==> config.mk <==
export PLATFORM = sky130hd
export DESIGN_NAME = sd_blk_seq_flat
export DESIGN_NICKNAME = d
export VERILOG_FILES = /design/src/rtl/sd_blk_seq_if.sv /design/src/rtl/sd_blk_seq.sv /design/src/flat_wrapper.sv
export SDC_FILE = /design/constraint.sdc
export NUM_CORES = 1
export LEC_CHECK = 0
export CAP_MARGIN = 20
export CORE_UTILIZATION = 50
export CTS_BUF_LIST = sky130_fd_sc_hd__clkbuf_4 sky130_fd_sc_hd__clkbuf_8 sky130_fd_sc_hd__clkbuf_16
export CTS_CLUSTER_DIAMETER = 150
export CTS_CLUSTER_SIZE = 24
export DETAILED_ROUTE_END_ITERATION = 6
export PLACE_DENSITY = 0.83
export SETUP_SLACK_MARGIN = 0.05
export SLEW_MARGIN = 15
export SYNTH_ARGS = -nofsm -noshare
export SYNTH_HDL_FRONTEND = slang
export SYNTH_SLANG_ARGS = --single-unit
==> constraint.sdc <==
create_clock -name clk -period 2.6 [get_ports clk]
set_input_delay 0.26 -clock clk [delete_from_list [all_inputs] [get_ports clk]]
set_output_delay 0.26 -clock clk [all_outputs]
set_load 0.01 [all_outputs]
==> src/rtl/sd_blk_seq_if.sv <==
// rtl/sd_blk_seq_if.sv - byte-exchange handshake between the sequencer and the SPI byte engine
interface sd_blk_seq_if;
   logic       spi_start;
   logic [7:0] spi_tx;
   logic [7:0] spi_rx;
   logic       spi_done;

   modport master (output spi_start, output spi_tx, input spi_rx, input spi_done);
   modport slave  (input spi_start, input spi_tx, output spi_rx, output spi_done);
endinterface

==> src/rtl/sd_blk_seq.sv <==
// rtl/sd_blk_seq.sv - SD SPI-mode init and single-block read/write sequencer
module sd_blk_seq #(
   parameter int BLOCK_BYTES  = 512,
   parameter int INIT_BYTES   = 10,
   parameter int POLL_LIMIT   = 4096,
   parameter int ACMD41_TRIES = 1000
) (
   input  logic         clk,
   input  logic         resetn,
   input  logic         init_req,
   input  logic         rd_req,
   input  logic         wr_req,
   input  logic [31:0]  blk_addr,
   output logic         ready,
   output logic         busy,
   output logic [2:0]   error,
   output logic         err_flag,
   output logic [7:0]   rd_data,
   output logic         rd_valid,
   input  logic [7:0]   wr_data,
   output logic         wr_take,
   output logic         cs_n,
   sd_blk_seq_if.master spi
);

   typedef enum logic [3:0] {
      S_IDLE, S_PWRUP, S_CMD, S_R1, S_R7, S_TOKEN, S_RDDATA, S_RDCRC,
      S_WRPRE, S_WRDATA, S_WRCRC, S_WRRESP, S_WRBUSY, S_TRAIL, S_READY, S_ERR
   } state_t;

   // Each byte: LOAD latches the outgoing byte, START pulses spi_start, WAIT holds for spi_done.
   typedef enum logic [1:0] {PH_LOAD, PH_START, PH_WAIT} phase_t;

   localparam logic [9:0]  LAST_INIT = 10'(INIT_BYTES - 1);
   localparam logic [9:0]  LAST_DATA = 10'(BLOCK_BYTES - 1);
   localparam logic [12:0] LAST_POLL = 13'(POLL_LIMIT - 1);
   localparam logic [9:0]  LAST_TRY  = 10'(ACMD41_TRIES - 1);

   state_t      state_q, state_d;
   phase_t      phase_q, phase_d;
   logic [9:0]  byte_cnt_q, byte_cnt_d;
   logic [12:0] poll_cnt_q, poll_cnt_d;
   logic [9:0]  tries_q, tries_d;
   logic [5:0]  cmd_q, cmd_d;
   logic [31:0] arg_q, arg_d;
   logic [7:0]  tx_q, tx_d;
   logic [2:0]  error_q, error_d;
   logic        err_flag_q, err_flag_d;
   logic [7:0]  rd_data_q, rd_data_d;
   logic        rd_valid_q, rd_valid_d;
   logic        cs_n_q, cs_n_d;

   logic        byte_state, byte_done, spi_start_c, go_cmd;
   logic [5:0]  go_idx;
   logic [31:0] go_arg;
   logic [2:0]  err_code;
   logic [7:0]  tx_byte, rx;

   assign rx         = spi.spi_rx;
   assign byte_state = !(state_q inside {S_IDLE, S_READY, S_ERR});

   // Next-state, byte handshake and command sequencing.
   always_comb begin
      state_d     = state_q;
      phase_d     = phase_q;
      byte_cnt_d  = byte_cnt_q;
      poll_cnt_d  = poll_cnt_q;
      tries_d     = tries_q;
      cmd_d       = cmd_q;
      arg_d       = arg_q;
      tx_d        = tx_q;
      error_d     = error_q;
      err_flag_d  = err_flag_q;
      rd_data_d   = rd_data_q;
      rd_valid_d  = 1'b0;
      wr_take     = 1'b0;
      spi_start_c = 1'b0;
      byte_done   = 1'b0;
      go_cmd      = 1'b0;
      go_idx      = 6'd0;
      go_arg      = 32'd0;
      err_code    = 3'd0;
      tx_byte     = 8'hFF;

      case (state_q)
         S_CMD: begin
            case (byte_cnt_q)
               10'd1:   tx_byte = {2'b01, cmd_q};
               10'd2:   tx_byte = arg_q[31:24];
               10'd3:   tx_byte = arg_q[23:16];
               10'd4:   tx_byte = arg_q[15:8];
               10'd5:   tx_byte = arg_q[7:0];
               10'd6:   tx_byte = (cmd_q == 6'd0) ? 8'h95 : (cmd_q == 6'd8) ? 8'h87 : 8'h01;
               default: tx_byte = 8'hFF;
            endcase
         end
         S_WRPRE: tx_byte = (byte_cnt_q == 10'd0) ? 8'hFF : 8'hFE;
         default: tx_byte = 8'hFF;
      endcase

      if (byte_state) begin
         case (phase_q)
            PH_LOAD: begin
               if (state_q == S_WRDATA) begin
                  wr_take = 1'b1;
                  tx_d    = wr_data;
               end else begin
                  tx_d    = tx_byte;
               end
               phase_d = PH_START;
            end
            PH_START: begin
               spi_start_c = 1'b1;
               phase_d     = PH_WAIT;
            end
            default: begin
               if (spi.spi_done) begin
                  byte_done = 1'b1;
                  phase_d   = PH_LOAD;
               end
            end
         endcase
      end

      case (state_q)
         S_IDLE, S_READY, S_ERR: begin
            if (init_req) begin
               state_d    = S_PWRUP;
               err_flag_d = 1'b0;
               error_d    = 3'd0;
               tries_d    = 10'd0;
            end else if (state_q == S_READY && (rd_req || wr_req)) begin
               go_cmd = 1'b1;
               go_idx = rd_req ? 6'd17 : 6'd24;
               go_arg = blk_addr;
            end
         end
         S_PWRUP: if (byte_done) begin
            if (byte_cnt_q == LAST_INIT) go_cmd = 1'b1;
            else byte_cnt_d = byte_cnt_q + 10'd1;
         end
         S_CMD: if (byte_done) begin
            if (byte_cnt_q == 10'd6) state_d = S_R1;
            else byte_cnt_d = byte_cnt_q + 10'd1;
         end
         S_R1: if (byte_done) begin
            if (!rx[7]) begin
               case (cmd_q)
                  6'd0: begin
                     if (rx == 8'h01) begin
                        go_cmd = 1'b1;
                        go_idx = 6'd8;
                        go_arg = 32'h0000_01AA;
                     end else err_code = 3'd2;
                  end
                  6'd8: begin
                     if (rx == 8'h01) state_d = S_R7;
                     else err_code = 3'd2;
                  end
                  6'd55: begin
                     if (rx == 8'h01 || rx == 8'h00) begin
                        go_cmd = 1'b1;
                        go_idx = 6'd41;
                        go_arg = 32'h4000_0000;
                     end else err_code = 3'd2;
                  end
                  6'd41: begin
                     if (rx == 8'h00) state_d = S_TRAIL;
                     else if (rx != 8'h01) err_code = 3'd2;
                     else if (tries_q == LAST_TRY) err_code = 3'd6;
                     else begin
                        tries_d = tries_q + 10'd1;
                        go_cmd  = 1'b1;
                        go_idx  = 6'd55;
                     end
                  end
                  6'd17: begin
                     if (rx == 8'h00) state_d = S_TOKEN;
                     else err_code = 3'd2;
                  end
                  default: begin
                     if (rx == 8'h00) state_d = S_WRPRE;
                     else err_code = 3'd2;
                  end
               endcase
            end else if (poll_cnt_q == LAST_POLL) err_code = 3'd1;
            else poll_cnt_d = poll_cnt_q + 13'd1;
         end
         S_R7: if (byte_done) begin
            if (byte_cnt_q != 10'd3) byte_cnt_d = byte_cnt_q + 10'd1;
            else if (rx == 8'hAA) begin
               go_cmd = 1'b1;
               go_idx = 6'd55;
            end else err_code = 3'd7;
         end
         S_TOKEN: if (byte_done) begin
            if (rx == 8'hFE) state_d = S_RDDATA;
            else if (rx[7:4] == 4'h0 || poll_cnt_q == LAST_POLL) err_code = 3'd3;
            else poll_cnt_d = poll_cnt_q + 13'd1;
         end
         S_RDDATA: if (byte_done) begin
            rd_valid_d = 1'b1;
            rd_data_d  = rx;
            if (byte_cnt_q == LAST_DATA) state_d = S_RDCRC;
            else byte_cnt_d = byte_cnt_q + 10'd1;
         end
         S_RDCRC, S_WRPRE, S_WRCRC: if (byte_done) begin
            if (byte_cnt_q == 10'd1)
               state_d = (state_q == S_RDCRC) ? S_TRAIL : (state_q == S_WRPRE) ? S_WRDATA : S_WRRESP;
            else byte_cnt_d = byte_cnt_q + 10'd1;
         end
         S_WRDATA: if (byte_done) begin
            if (byte_cnt_q == LAST_DATA) state_d = S_WRCRC;
            else byte_cnt_d = byte_cnt_q + 10'd1;
         end
         S_WRRESP: if (byte_done) begin
            if (rx[4:0] == 5'h05) state_d = S_WRBUSY;
            else err_code = 3'd4;
         end
         S_WRBUSY: if (byte_done) begin
            if (rx == 8'hFF) state_d = S_TRAIL;
            else if (poll_cnt_q == LAST_POLL) err_code = 3'd5;
            else poll_cnt_d = poll_cnt_q + 13'd1;
         end
         S_TRAIL: if (byte_done) state_d = S_READY;
         default: state_d = S_IDLE;
      endcase

      if (go_cmd) begin
         state_d = S_CMD;
         cmd_d   = go_idx;
         arg_d   = go_arg;
      end
      if (err_code != 3'd0) begin
         state_d    = S_ERR;
         error_d    = err_code;
         err_flag_d = 1'b1;
      end
      cs_n_d = state_d inside {S_IDLE, S_PWRUP, S_TRAIL, S_READY, S_ERR};
   end

   // State and datapath registers; per-state counters restart whenever the state changes.
   always_ff @(posedge clk or negedge resetn) begin
      if (!resetn) begin
         state_q    <= S_IDLE;
         phase_q    <= PH_LOAD;
         byte_cnt_q <= '0;
         poll_cnt_q <= '0;
         tries_q    <= '0;
         cmd_q      <= '0;
         arg_q      <= '0;
         tx_q       <= 8'hFF;
         error_q    <= '0;
         err_flag_q <= 1'b0;
         rd_data_q  <= '0;
         rd_valid_q <= 1'b0;
         cs_n_q     <= 1'b1;
      end else begin
         state_q    <= state_d;
         phase_q    <= phase_d;
         tries_q    <= tries_d;
         cmd_q      <= cmd_d;
         arg_q      <= arg_d;
         tx_q       <= tx_d;
         error_q    <= error_d;
         err_flag_q <= err_flag_d;
         rd_data_q  <= rd_data_d;
         rd_valid_q <= rd_valid_d;
         cs_n_q     <= cs_n_d;
         if (state_d != state_q) begin
            byte_cnt_q <= '0;
            poll_cnt_q <= '0;
         end else begin
            byte_cnt_q <= byte_cnt_d;
            poll_cnt_q <= poll_cnt_d;
         end
      end
   end

   assign ready         = (state_q == S_READY);
   assign busy          = byte_state;
   assign error         = error_q;
   assign err_flag      = err_flag_q;
   assign rd_data       = rd_data_q;
   assign rd_valid      = rd_valid_q;
   assign cs_n          = cs_n_q;
   assign spi.spi_start = spi_start_c;
   assign spi.spi_tx    = tx_q;

endmodule

==> src/flat_wrapper.sv <==
// flat-port wrapper written by rule: the top's interface ports become plain ports
module sd_blk_seq_flat 
#(
   parameter int BLOCK_BYTES  = 512,
   parameter int INIT_BYTES   = 10,
   parameter int POLL_LIMIT   = 4096,
   parameter int ACMD41_TRIES = 1000
)
  (clk, resetn, init_req, rd_req, wr_req, blk_addr, ready, busy, error, err_flag, rd_data, rd_valid, wr_data, wr_take, cs_n, spi_spi_start, spi_spi_tx, spi_spi_rx, spi_spi_done);
  sd_blk_seq_if spi_i ();
  input  logic clk;
  input  logic resetn;
  input  logic init_req;
  input  logic rd_req;
  input  logic wr_req;
  input  logic [31:0] blk_addr;
  output logic ready;
  output logic busy;
  output logic [2:0] error;
  output logic err_flag;
  output logic [7:0] rd_data;
  output logic rd_valid;
  input  logic [7:0] wr_data;
  output logic wr_take;
  output logic cs_n;
  output wire logic [$bits(spi_i.spi_start)-1:0] spi_spi_start;
  output wire logic [$bits(spi_i.spi_tx)-1:0] spi_spi_tx;
  input wire logic [$bits(spi_i.spi_rx)-1:0] spi_spi_rx;
  input wire logic [$bits(spi_i.spi_done)-1:0] spi_spi_done;
  assign spi_spi_start = spi_i.spi_start;
  assign spi_spi_tx = spi_i.spi_tx;
  assign spi_i.spi_rx = spi_spi_rx;
  assign spi_i.spi_done = spi_spi_done;
  sd_blk_seq #(.BLOCK_BYTES(BLOCK_BYTES), .INIT_BYTES(INIT_BYTES), .POLL_LIMIT(POLL_LIMIT), .ACMD41_TRIES(ACMD41_TRIES)) u_core (.clk(clk), .resetn(resetn), .init_req(init_req), .rd_req(rd_req), .wr_req(wr_req), .blk_addr(blk_addr), .ready(ready), .busy(busy), .error(error), .err_flag(err_flag), .rd_data(rd_data), .rd_valid(rd_valid), .wr_data(wr_data), .wr_take(wr_take), .cs_n(cs_n), .spi(spi_i));
endmodule
Word-level counts from Yosys, hierarchy flattened --
Cells that the tools add are included.
Operators by class: multiplexer cells 143, equality and inequality tests 66, bitwise gates (word level) 1, add/subtract/negate cells 3, reduce and logical (&&, ||, !) cells 34
Operator list (count):
- $mux W10 | 18
- $mux W32 | 4
- $pmux W32 S2 | 2
- $mux W13 | 9
- $mux W4 | 27
- $mux W6 | 11
- $mux W3 | 18
- $pmux W10 S5 | 1
- $pmux W8 S6 | 1
- $eq A4 B4 Y1 const B | 11
- $pmux W4 S10 | 1
- $pmux W13 S3 | 1
- $pmux W6 S3 | 2
- $mux W31 | 1
- $eq A10 B3 Y1 const B | 3
- $mux W1 | 29
- $ne A3 B1 Y1 const B | 9
- $eq A8 B8 Y1 const B | 3
- $mux W8 | 3
- $ne A3 B3 Y1 const B | 7
- $add A10 B1 Y10 const B | 2
- $eq A10 B2 Y1 const B | 2
- $pmux W10 S2 | 1
- $eq A4 B3 Y1 const B | 4
- 48 further kinds | 77
Storage, ports and cells: input port bits 54, register bits 99, word-level logic and storage cells 260, output and inout bits 26

Longest topological paths before layout --
Gate-level depths: netlist (run 1).
depth after elaboration 13, mapped depth 12, depth with buffers taken out 9

Least setup slack after synthesis (run 1) --
No wires, ideal clock.
path type reg-to-reg, from register u_core.byte_cnt_q[1], to register u_core.poll_cnt_q[12], cell stages (with the launch flop) 12, path buffers 2, clock period less this slack 2846 ps, slack -246 ps, arrival 2722 ps, library setup time 124 ps, data required time 2476 ps, cells stage by stage dfrtp_1 ha_1 or3b_1 nor4_4 a31o_1 a21oi_1 or2_1 buf_6 a41o_1 o2111ai_4 buf_6 nor2_2
On the way: word-level cells in the longest chain between the ends 9, elaborated cells on any way between the ends 36, those cells by class eq/ne (13); mux (20); reduce/logical (3)
RTL lines:
- from (decl) | RTL line sd_blk_seq.sv:41 | logic [9:0] byte_cnt_q, byte_cnt_d;
- from (signal assigned) | RTL line sd_blk_seq.sv:274 | byte_cnt_q <= byte_cnt_d;
- $eq A10 B9 Y1, or another cell as far along | RTL line sd_blk_seq.sv:204, sd_blk_seq.sv:213
- $mux W4, or another cell as far along | RTL line sd_blk_seq.sv:213 | if (byte_cnt_q == LAST_DATA) state_d = S_WRCRC;
- $mux W4, or another cell as far along | RTL line sd_blk_seq.sv:212 | S_WRDATA: if (byte_done) begin
- $pmux W4 S10, or another cell as far along | RTL line sd_blk_seq.sv:125 | case (state_q)
- $mux W4 or $reduce_bool A3 Y1 (tied branches) | RTL line sd_blk_seq.sv:229, sd_blk_seq.sv:234
- $mux W4 * | RTL line sd_blk_seq.sv:234 | if (err_code != 3'd0) begin
- $ne A4 B4 Y1 * | RTL line sd_blk_seq.sv:270 | if (state_d != state_q) begin
- $ne A3 B1 Y1 (no source line), or another cell as far along
- $reduce_and A8 Y1 (no source line)
- to (signal assigned) | RTL line sd_blk_seq.sv:275 | poll_cnt_q <= poll_cnt_d;
- to (decl) | RTL line sd_blk_seq.sv:42 | logic [12:0] poll_cnt_q, poll_cnt_d;
Mark *: on every way between the ends. The rest lies on a longest branch, timed or not. A chain may end at the register's enable or synchronous reset.

Final worst setup path (run 1) --
from register u_core.state_q[0], to register u_core.byte_cnt_q[9]
On the way: elaborated cells on any way between the ends 78, those cells by class eq/ne (26); mux (43); reduce/logical (9)
RTL lines:
- from (decl) | RTL line sd_blk_seq.sv:39 | state_t state_q, state_d;
- from (signal assigned) | RTL line sd_blk_seq.sv:259 | state_q <= state_d;
- $eq A4 B4 Y1, or another cell as far along | RTL line sd_blk_seq.sv:60, sd_blk_seq.sv:125, sd_blk_seq.sv:132
- $reduce_bool A3 Y1, or another cell as far along | RTL line sd_blk_seq.sv:60 | assign byte_state = !(state_q inside {S_IDLE, S_READY, S_ERR});
- $mux W1, or another cell as far along | RTL line sd_blk_seq.sv:101 | if (byte_state) begin
- $mux W4, or another cell as far along | RTL line sd_blk_seq.sv:225 | S_TRAIL: if (byte_done) state_d = S_READY;
- $pmux W4 S10, or another cell as far along | RTL line sd_blk_seq.sv:125
- $mux W4 or $reduce_bool A3 Y1 (tied branches) | RTL line sd_blk_seq.sv:229, sd_blk_seq.sv:234
- $mux W4 * | RTL line sd_blk_seq.sv:234
- via u_core.state_d[2] | RTL line sd_blk_seq.sv:39
- $ne A4 B4 Y1 * | RTL line sd_blk_seq.sv:270
- $ne A3 B1 Y1 (no source line), or another cell as far along
- $reduce_and A11 Y1 (no source line)
The timed path passes the listed nets; every way through them passes the cells marked *.

==> results of run 1 <==
[worst max path at each step]
stage                                           from                           endpoint  slack (ps)  depth (start not counted)
floorplan           u_core.byte_cnt_q[9]$_DFFE_PN0P_  u_core.poll_cnt_q[12]$_DFFE_PN0P_        -170                         11
global placement                       spi_spi_rx[4]   u_core.byte_cnt_q[9]$_DFFE_PN0P_        -390                         10
detailed placement                     spi_spi_rx[6]   u_core.poll_cnt_q[1]$_DFFE_PN0P_        -490                         11
global route             u_core.state_q[2]$_DFF_PN0_  u_core.poll_cnt_q[10]$_DFFE_PN0P_        -330                         13
finish                   u_core.state_q[0]$_DFF_PN0_   u_core.byte_cnt_q[9]$_DFFE_PN0P_        -250                         12
CTS                      u_core.state_q[1]$_DFF_PN0_   u_core.poll_cnt_q[1]$_DFFE_PN0P_        -160                         10
[cells by family (layout without fill, tap and decap cells)]
family | Yosys count | count (layout)
simple gates | 278 | 278
xor+xnor | 28 | 28
fa+ha+maj | 6 | 6
buf+inv | 60 | 284
mux | 13 | 13
flops | 98 | 98
compound gates | 155 | 155
[layer usage]
metal / up-vias / part of all wire, % / global-route usage, %
met1: 3031 / 41 / 40.5
li1: 2840 / - / -
met3: 63 / 8.4 / 7.55
met5: - / 0 / 0
met4: 0 / 3.4 / 12.6
met2: 349 / 48 / 52.3
[cell type report]
class | count | area (sq um)
Multi-Input combinational cell | 480 | 3590
Fill cell | 753 | 2690
Sequential cell | 98 | 2470
Timing Repair Buffer | 256 | 2250
Clock buffer | 9 | 225
Tap cell | 143 | 179
Clock inverter | 6 | 72.6
Inverter | 13 | 48.8
[report_power, final]
group,switching (mW),leakage [nW],internal (mW)
Clock,0.625,0.149,0.756
Combinational,2.37,2.48,2.39
Sequential,0.293,1.29,1.99
Total,3.29,3.92,5.14
[layout by cell type, fill, tap and decap left out, drive strengths merged, types with 14 or more instances in the layout]
| master | instances |
|---|---|
| buf | 175 |
| dfrtp | 89 |
| clkdlybuf4s50 | 76 |
| nand2 | 60 |
| nor2 | 60 |
| nand3 | 29 |
| a22o | 27 |
| o21ai | 27 |
| nor3 | 21 |
| xnor2 | 18 |
| nand4 | 17 |
| inv | 16 |
| nor4 | 16 |
| a21oi | 14 |
[sequential cells by signal, indices dropped and copies added, names as in the netlist]
| register | flops |
|---|---|
| u_core.arg_q | 32 |
| u_core.poll_cnt_q | 13 |
| u_core.byte_cnt_q | 10 |
| u_core.tries_q | 10 |
| u_core.rd_data | 8 |
| u_core.spi.spi_tx | 8 |
| u_core.cmd_q | 5 |
| u_core.state_q | 4 |
| u_core.error | 3 |
| u_core.phase_q | 2 |
| u_core.cs_n | 1 |
| u_core.err_flag | 1 |
| u_core.rd_valid | 1 |
[metrics by stage]
| stage | setup slack, ps | TNS [ps] | hold WS, ps | cell area (sq um) | utilization, % |
|---|---|---|---|---|---|
| after floorplan | -167 | -3310 | -35.6 | 5960 | - |
| after global placement | -394 | -14610 | 330 | 7820 | 67.9 |
| after detailed placement | -492 | -18050 | 349 | 7820 | 67.9 |
| after CTS | -162 | -2960 | 478 | 8250 | 71.7 |
| after global routing | -330 | -7330 | 503 | 8830 | 76.7 |
| final | -248 | -5400 | 474 | 8830 | 76.7 |
[repair_timing]
item | CTS | global route
pin swaps | 1 | 19
gates resized for setup | 26 | 69
gates cloned | 0 | 5
endpoints found under the hold margin | 49 | 0
hold buffers | 1 | 0
setup buffers | 1 | 22
setup endpoints to repair | 55 | 55
[worst max-delay path: cells and delay by family (launching register included)]
kind | cells | cell delay [ps]
AO/OA/AOI/OAI | 4 | 560
AND/OR/NAND/NOR | 4 | 1120
flip-flops | 1 | 420
buffers and inverters | 4 | 670
==> impl_metrics.ini, run 1 <==
[critical_path]
path_cells = buf_6 -> nand4b_1 -> or3_4 -> o211ai_1 -> buf_4 -> a32oi_2 -> or3_4 -> o21ai_4 -> o2111ai_4 -> buf_12 -> clkbuf_16 -> nor2_1
critPathMaxFanout = 6
worstSetupStartpointType = register
worst_ep_required_time_ps = 2900
r2r_end = u_core.byte_cnt_q[9]$_DFFE_PN0P_
logic_depth_of_the_worst_register_to_register_path = 12
max_stage_delay_cell_worst_path = or3_4
worstPathArrival_ps = 3140
r2r-start = u_core.state_q[0]$_DFF_PN0_
max_stage_delay_ps = 430
worst-r2r-setup-slack_ps = -250
timing.critical_path.mode_cell = or3_4
worstSetupEndpointType = register
path_class = register to register

[logic_synthesis]
adder_cell_share_of_the_synthesized_area_pct = 1.26
async_reset_ff_share_pct = 100
netlist_instances = 638
synth.most_common_cell = dfrtp_1
yosys.area.top_type_share_pct = 37.5
mappedNetlistArea_sq_um = 5940
synth.net_count = 698
synthTopCellsByCount = 89 x dfrtp_1, 60 x nand2_1, 40 x nor2_1, 32 x clkbuf_1, 29 x nand3_1
synth_edf_count = 0
post_synth_num_cell_types = 79
synth-compound-area-share_pct = 19.9
post-synth-top-area-cell = dfrtp_1
synth.yosys.seq_area_share_pct = 41.5
synthMuxAreaShare_pct = 2.38
postSynth.topFlopCell = dfrtp_1
syn_avg_cell_area_sq_um = 9.30
post_synth_xor_area_fraction_pct = 4.13
yosys_warnings = 0
synth_top_family_by_area = simple AND/OR/NAND/NOR gates
synthSimpleGateAreaFrac_pct = 26.3
seq_cells_post_synth = 98
synthTopCellsByArea = dfrtp_1 38%, dfstp_2 4.0%, a22o_1 4.0%

[die]
die_area_sq_um = 12300
die-width_um = 111
i_o_pin_cnt = 80
initial_utilization_pct = 51.5
std_cell_rows = 39
die_y_um = 111
placeableCoreArea_sq_um = 11500

[hold_path]
holdPathStages = 2
hold_end = u_core.err_flag$_DFFE_PN0P_
worst_hold_launch = u_core.err_flag$_DFFE_PN0P_
worstHoldPathType = register to register

[power_and_ir_drop]
power.static_leakage_nw = 3.92
vdd_ir_drop_max_mv = 0.957
total_power_mw = 8.43
power_density_nw_per_um2 = 954

[clock_network]
numCtsBuffers = 9
cts-root-buf = clkbuf_16
clk_pin_slew_ps = 70
worst_skew_late_latency_ps = 360
tritoncts = built
cts_max_path_buffers = 2
cts_num_sinks = 98
ctsHtreeMaxLevel = 3

[placement]
buffer_ports.inserted = 79
numPlacedInstances = 961
post-dp-hpwl_um = 13800
place.gp.congestion = 0.960

[timing]
timing.final.hold_violations = 0
post-route-period-util_pct = 110
setup_slack_ps = -248
fin_crit_ps = 2850
slew_viol_final = 0
finalClockSkew_ps = 13.0
finalSetupViolCount = 25
grt_setup_unrepaired = true
slew_headroom_pct = 53.3
max_freq_ghz = 0.351
tightest_slew_ps = 700

[detailed_routing]
routedWlPerCell_um = 19.8
detail_route.first_pass.iterations = 7
vias = 6283
drt.antenna.violating_nets = 0
route.detailed.drc = 23
vias_per_inst = 6.25
first_iter_violations = 660
totalWireLength_um = 19900

[global_route]
number_of_antenna_violations_at_the_first_check_in_global_routing = 0
first_global_vias = 6145
globalRouteTotalUtil_pct = 31.8
largest_net_degree_at_the_start_of_global_routing = 53
grt_pass1_wl_um = 31000
globalRoute.totalOverflow = 0

[cells_and_area]
synthesis_to_layout_area_growth_pct = 48.8
fin_cells = 1005
final_layout_size_suffix_gt1_share_pct = 33.6
antenna_cells = 0
nets = 918

[outcome]
status = finished, violations left
violations = DRC, setup timing

[flow_run]
max-cap-violations = 0
(Power assumes the default switching activity.)
==> run 2, diff against run 1 <==
--- a/config.mk
+++ b/config.mk
@@ -5,13 +5,14 @@
 export SDC_FILE = /design/constraint.sdc
 export NUM_CORES = 1
 export LEC_CHECK = 0
+export ABC_AREA = 1
 export CAP_MARGIN = 20
-export CORE_UTILIZATION = 50
+export CORE_UTILIZATION = 51
 export CTS_BUF_LIST = sky130_fd_sc_hd__clkbuf_4 sky130_fd_sc_hd__clkbuf_8 sky130_fd_sc_hd__clkbuf_16
 export CTS_CLUSTER_DIAMETER = 150
 export CTS_CLUSTER_SIZE = 24
 export DETAILED_ROUTE_END_ITERATION = 6
-export PLACE_DENSITY = 0.83
+export PLACE_DENSITY = 0.84
 export SETUP_SLACK_MARGIN = 0.05
 export SLEW_MARGIN = 15
 export SYNTH_ARGS = -nofsm -noshare
==> run 2 against run 1 <==
Against the previous run:
- the run ends with DRC left
- via count grew 6.3%
- synthesized area grew 2.4%
- sequential share of layout area grew 1.3 points
- final cell count grew 15%
- first-iteration DRC count grew 5.3%
==> impl_metrics.ini, run 2 <==
[logic_synthesis]
synth.net_count = 894
mappedNetlistArea_sq_um = 6080
post_synth_num_cell_types = 44
yosys.area.top_type_share_pct = 36.6
synth.yosys.seq_area_share_pct = 40.5
synth_edf_count = 0
syn_avg_cell_area_sq_um = 7.29
postSynth.topFlopCell = dfrtp_1
yosys_warnings = 0
synthTopCellsByCount = 177 x nand2_1, 110 x nor2_1, 102 x inv_1, 89 x dfrtp_1, 82 x nand3_1
netlist_instances = 834
post-synth-top-area-cell = dfrtp_1
seq_cells_post_synth = 98
synthTopCellsByArea = dfrtp_1 37%, nand2_1 11%, nor2_1 6.8%
synth.most_common_cell = nand2_1
async_reset_ff_share_pct = 100

[global_route]
globalRoute.totalOverflow = 0
number_of_antenna_violations_at_the_first_check_in_global_routing = 0
grt-busiest-layer = met2
first_global_vias = 6080
grt_pass1_wl_um = 28900
largest_net_degree_at_the_start_of_global_routing = 59
globalRouteTotalUtil_pct = 29.5
gr-usage-met2_pct = 47.9
grtUsageMet3_pct = 5.85
globalRouteMet1Util_pct = 37.9

[detailed_routing]
totalWireLength_um = 19000
detail_route.first_pass.iterations = 7
routedWlPerCell_um = 16.5
first_iter_violations = 695
vias = 6678
route.detailed.drc = 19
vias_per_inst = 5.78
drt.antenna.violating_nets = 0

[die]
die-width_um = 111
initial_utilization_pct = 52.8
i_o_pin_cnt = 80
std_cell_rows = 39
die_y_um = 111
die_area_sq_um = 12400
placeableCoreArea_sq_um = 11500

[clock_network]
cts_max_path_buffers = 2
tritoncts = built
ctsHtreeMaxLevel = 3
numCtsBuffers = 9
cts-root-buf = clkbuf_16
clk_pin_slew_ps = 70
worst_skew_late_latency_ps = 370
cts_num_sinks = 98

[placement]
post_dp_cell_area_sq_um = 7520
buffer_ports.inserted = 79
post-dp-hpwl_um = 12800
place_worst_setup_slack_ps = -112
place.gp.congestion = 1.01

[timing]
max_freq_ghz = 0.388
slew_viol_final = 0
fin_crit_ps = 2570
finalClockSkew_ps = 11.0
timing.setup.tns_ps = 0
finalSetupViolCount = 0
timing.final.hold_violations = 0
grt_setup_unrepaired = true
final.hold.worst_slack_ps = 257
setup_slack_ps = 25.0
slew_headroom_pct = 63.0
post-route-period-util_pct = 99.0
tightest_slew_ps = 555

[outcome]
status = finished, violations left
violations = DRC

[critical_path]
worstSetupStartpointType = register
worst_ep_required_time_ps = 2870
path_class = register to register
worstPathArrival_ps = 2850
critPathMaxFanout = 9
worstSetupEndpointType = register
worst-r2r-setup-slack_ps = 30
logic_depth_of_the_worst_register_to_register_path = 18

[power_and_ir_drop]
power.static_leakage_nw = 3.92
total_power_mw = 8.28
vdd_ir_drop_max_mv = 0.578
power_density_nw_per_um2 = 982

[flow_run]
max-cap-violations = 0

[hold_path]
holdPathStages = 2
worstHoldPathType = primary input to register

[cells_and_area]
registers.top_by_ff_count = u_core.arg_q
nets = 1067
cell_area_after_layout_sq_um = 8430
mostFrequentLayoutCell = nand2_1
layout_top_registers = u_core.arg_q: 32 flops, u_core.poll_cnt_q: 13 flops
final_layout_size_suffix_gt1_share_pct = 24.5
largest_reg_flops = 32
layout_common_cells = 161 x nand2_1, 95 x inv_1, 90 x nor2_1, 87 x buf_4, 84 x dfrtp_1
synthesis_to_layout_area_growth_pct = 38.7
antenna_cells = 0
[run 2: cells by family (layout without fill, tap and decap cells)]
family	Yosys count	count (layout)	share of synthesized area [%]
AOI/OAI and AO/OA	122	122	12.3
xor gates and xnor gates	13	13	1.87
adders and majority gates	6	6	1.23
buffers and inverters	134	309	9.07
DFF	98	98	40.5
muxes	2	2	0.370
and+or+nand+nor	459	462	34.7
[run 2: layout make-up]
cell class | count | area, sq um
clock buffers | 9 | 225
clock inverters | 7 | 83.8
fillers | 842 | 3080
inverters | 114 | 433
multi-input cells | 605 | 3430
flip-flops and latches | 98 | 2470
well taps | 143 | 179
repair buffers | 179 | 1620
[run 2: layer usage]
layer / routed length [um] / vias up
met1: 7890 / 3155
met3: 1370 / 82
met4: 618 / 0
li1: - / 3106
met5: 0 / -
met2: 9160 / 335
[run 2: timing repair]
action | 4_1_cts | 5_1_grt
hold buffers | 1 | 0
setup buffers | 1 | 19
cloned | 0 | 4
endpoints found under the hold margin | 39 | 0
endpoints found under the setup margin | 24 | 27
gates resized for setup | 12 | 101
pin swaps | 1 | 20
[run 2: final timing paths]
check / from / endpoint
setup / recovery: u_core.state_q[3]$_DFF_PN0_ / u_core.byte_cnt_q[0]$_DFFE_PN0P_
hold / removal: spi_spi_rx[6] / u_core.rd_data[6]$_DFFE_PN0P_
setup reg to reg: u_core.state_q[3]$_DFF_PN0_ / u_core.byte_cnt_q[0]$_DFFE_PN0P_
hold reg to reg: u_core.tries_q[9]$_DFFE_PN0P_ / u_core.tries_q[9]$_DFFE_PN0P_
max in group asynchronous: resetn / u_core.spi.spi_tx[2]$_DFFE_PN1P_
min in group asynchronous: resetn / u_core.rd_valid$_DFF_PN0_
[run 2: critical path, cell delays in order (launching register included)]
cell     delay, ps
dfrtp_2        470
nor2_4         170
inv_2          100
nor2_4         170
buf_4          160
nand2_2         80
inv_2           90
nand2_1         80
nand2_2        100
nand2_1         80
nand2_1         90
nor2_1          60
buf_4          140
nand3_1         90
nand2_2         80
nor2_4         150
buf_6          140
nand2_8         80
nor3_1         140
[run 2: power breakdown]
part / total, mW / switching (mW) / internal [mW]
clock: 1.41 / 0.645 / 0.764
combinational: 4.59 / 2.62 / 1.96
sequential: 2.28 / 0.288 / 1.99
total: 8.28 / 3.56 / 4.72
[run 2: stage by stage]
stage / std cells / utilization [%]
6_report: 1155 / 73.2
3_5_place_dp: 1114 / 65.3
4_1_cts: 1132 / 68.4
5_1_grt: 1155 / 73.2
2_1_floorplan: 834 / -
3_3_place_gp: 1114 / 65.3
==> run 3, diff against run 2 <==
--- a/config.mk
+++ b/config.mk
@@ -7,14 +7,14 @@
 export LEC_CHECK = 0
 export ABC_AREA = 1
 export CAP_MARGIN = 20
+export CORE_ASPECT_RATIO = 0.8
 export CORE_UTILIZATION = 51
 export CTS_BUF_LIST = sky130_fd_sc_hd__clkbuf_4 sky130_fd_sc_hd__clkbuf_8 sky130_fd_sc_hd__clkbuf_16
-export CTS_CLUSTER_DIAMETER = 150
+export CTS_CLUSTER_DIAMETER = 120
 export CTS_CLUSTER_SIZE = 24
 export DETAILED_ROUTE_END_ITERATION = 6
 export PLACE_DENSITY = 0.84
 export SETUP_SLACK_MARGIN = 0.05
-export SLEW_MARGIN = 15
 export SYNTH_ARGS = -nofsm -noshare
 export SYNTH_HDL_FRONTEND = slang
 export SYNTH_SLANG_ARGS = --single-unit
==> run 3 against run 2 <==
Against the previous run:
- routed wire length shrank 5.5%
- maximum frequency fell by 1.4%
- cell area is 0.85% lower
- non-clock buffer count grew 6
- die area is essentially flat
- setup slack worse by 35 ps
- core utilization fell by 0.90 points
- sequential share of layout area is 0.25 points higher
- the run ends with DRC, setup timing left
- clock power barely moved
==> impl_metrics.ini, run 3 (synthesized netlist as in run 2, its figures left out) <==
[detailed_routing]
first_iter_violations = 627
routedWlPerCell_um = 15.5
vias_per_inst = 5.55
totalWireLength_um = 18000
route.detailed.drc = 2
drt.antenna.violating_nets = 0
vias = 6455
detail_route.first_pass.iterations = 7

[die]
die-width_um = 124
std_cell_rows = 35
die_area_sq_um = 12400
die_y_um = 99.7
initial_utilization_pct = 52.6
placeableCoreArea_sq_um = 11600
i_o_pin_cnt = 80

[power_and_ir_drop]
power.share.clock_pct = 18.0
combPwrFrac_pct = 53.0
power.switching_fraction_pct = 42.6
switching_power_mw = 3.33
power.static_leakage_nw = 3.88
vdd_ir_drop_max_mv = 0.594
power_density_nw_per_um2 = 933
internal_portion_of_total_power_mw = 4.48
pwr-share-seq_pct = 29.0
total_power_mw = 7.80

[clock_network]
cts_num_sinks = 98
tritoncts = built
cts_max_path_buffers = 2
cts-root-buf = clkbuf_16
worst_skew_late_latency_ps = 360
clk_pin_slew_ps = 70
ctsHtreeMaxLevel = 3
numCtsBuffers = 9

[timing]
fin_crit_ps = 2610
slew_headroom_pct = 56.1
setup_slack_ps = -10.3
timing.final.hold_violations = 0
finalSetupViolCount = 2
post-route-period-util_pct = 100
grt_setup_unrepaired = true
max_freq_ghz = 0.383
slew_viol_final = 0
tightest_slew_ps = 658
finalClockSkew_ps = 8.77

[global_route]
globalRouteTotalUtil_pct = 29.2
first_global_vias = 5928
grt_pass1_wl_um = 28200
number_of_antenna_violations_at_the_first_check_in_global_routing = 0
globalRoute.totalOverflow = 0
largest_net_degree_at_the_start_of_global_routing = 52

[hold_path]
worstHoldPathType = primary input to register
holdPathStages = 4
worst_hold_launch = spi_spi_rx[2]
hold_end = u_core.rd_data[2]$_DFFE_PN0P_

[cells_and_area]
largest_reg_flops = 32
finish.utilization_pct = 72.3
final_layout_size_suffix_gt1_share_pct = 23.9
final-seq-area_sq_um = 2470
nets = 1071
layout_common_cells = 166 x nand2_1, 99 x buf_4, 95 x inv_1, 94 x nor2_1, 84 x dfrtp_1
fin_cells = 1164
antenna_cells = 0
combined_area_of_the_multi_input_logic_cells_sq_um = 3330
layout_top_registers = u_core.arg_q: 32 flops, u_core.poll_cnt_q: 13 flops
layout.filler_cells = 874
cell_area_after_layout_sq_um = 8360
mostFrequentLayoutCell = nand2_1
synthesis_to_layout_area_growth_pct = 37.5
registers.top_by_ff_count = u_core.arg_q

[flow_run]
max-cap-violations = 0

[critical_path]
worstSetupEndpointType = register
r2r_end = u_core.poll_cnt_q[6]$_DFFE_PN0P_
worstPathArrival_ps = 2900
critPathMaxFanout = 6
path_class = register to register
r2r-start = u_core.byte_cnt_q[1]$_DFFE_PN0P_
worst-r2r-setup-slack_ps = -10
worstSetupStartpointType = register
logic_depth_of_the_worst_register_to_register_path = 18
worst_ep_required_time_ps = 2890

[outcome]
status = finished, violations left
violations = DRC, setup timing

[placement]
post-dp-hpwl_um = 12800
place.gp.congestion = 0.970
post_dp_cell_area_sq_um = 7600
buffer_ports.inserted = 79
place_worst_setup_slack_ps = -171
numPlacedInstances = 1129
-- run 3: changes by cell type in the layout (fill, tap and decap cells not counted), sizes merged --
cell	previous run	this run
nand2	192	191
dlymetal6s2s	3	1
clkinvlp	0	1
clkinv	5	4
clkdlybuf4s50	75	76
nand3b	3	2
dlygate4sd2	0	1
buf	100	106
-- run 3: how the worst max path moves through the flow --
stage / from / endpoint / slack (ps)
6_report: u_core.byte_cnt_q[1]$_DFFE_PN0P_ / u_core.poll_cnt_q[6]$_DFFE_PN0P_ / -10
2_1_floorplan: u_core.byte_cnt_q[1]$_DFFE_PN0P_ / u_core.byte_cnt_q[7]$_DFFE_PN0P_ / 230
5_1_grt: u_core.byte_cnt_q[1]$_DFFE_PN0P_ / u_core.byte_cnt_q[8]$_DFFE_PN0P_ / -180
3_5_place_dp: spi_spi_rx[1] / u_core.poll_cnt_q[6]$_DFFE_PN0P_ / -170
4_1_cts: u_core.byte_cnt_q[1]$_DFFE_PN0P_ / u_core.poll_cnt_q[6]$_DFFE_PN0P_ / 40
3_3_place_gp: spi_spi_rx[1] / u_core.byte_cnt_q[4]$_DFFE_PN0P_ / -50
-- run 3: stage by stage --
| step | setup TNS [ps] | hold WS [ps] |
|---|---|---|
| 2_1_floorplan | 0 | -35.6 |
| 3_3_place_gp | -521 | 327 |
| 3_5_place_dp | -2370 | 333 |
| 4_1_cts | 0 | 466 |
| 5_1_grt | -2960 | 372 |
| 6_report | -15.1 | 348 |
-- run 3: final cells by class --
type	count	share of cell area, %
clock buffers	9	2.69
clock inverters	7	1.00
inverters	114	5.22
multi-input cells	603	39.8
flip-flops and latches	98	29.5
well taps	148	2.21
repair buffers	185	19.5
-- run 3: metal layers --
layer  share of wire [%]  global-route usage, %
met2                  46                   45.6
met4                 2.2                   7.51
met3                 8.9                   6.36
met1                  43                   40.8
met5                   0                      0
-- run 3: critical path: stages, from the launching register on --
cell and delay [ps]:
dfrtp_1 430, inv_2 100, ha_4 140, inv_2 40
nor3_4 220, nand2_1 80, inv_1 100, nand3_2 130
a21oi_4 230, nand2_1 90, nand2_1 90, nor2_1 50
buf_4 140, nand3_1 90, nand2_2 70, nor2_4 180
buf_6 150, nand4_1 100, nand2_1 100
-- run 3: what timing repair did --
item,in CTS,in global routing
setup endpoints to repair,24,25
hold buffers,1,0
setup buffers,1,14
endpoints found under the hold margin,49,0
pin swaps,1,27
gates cloned,0,3
resized for setup,7,80
-- run 3: power groups by stage --
stage / Combinational [mW] / Sequential, mW / Clock (mW)
floorplan: 2.17 / 2.27 / 0
global placement: 3.42 / 2.25 / 0
detailed placement: 3.50 / 2.26 / 0
CTS: 3.53 / 2.24 / 1.41
global route: 4.51 / 2.31 / 1.49
finish: 4.14 / 2.26 / 1.40
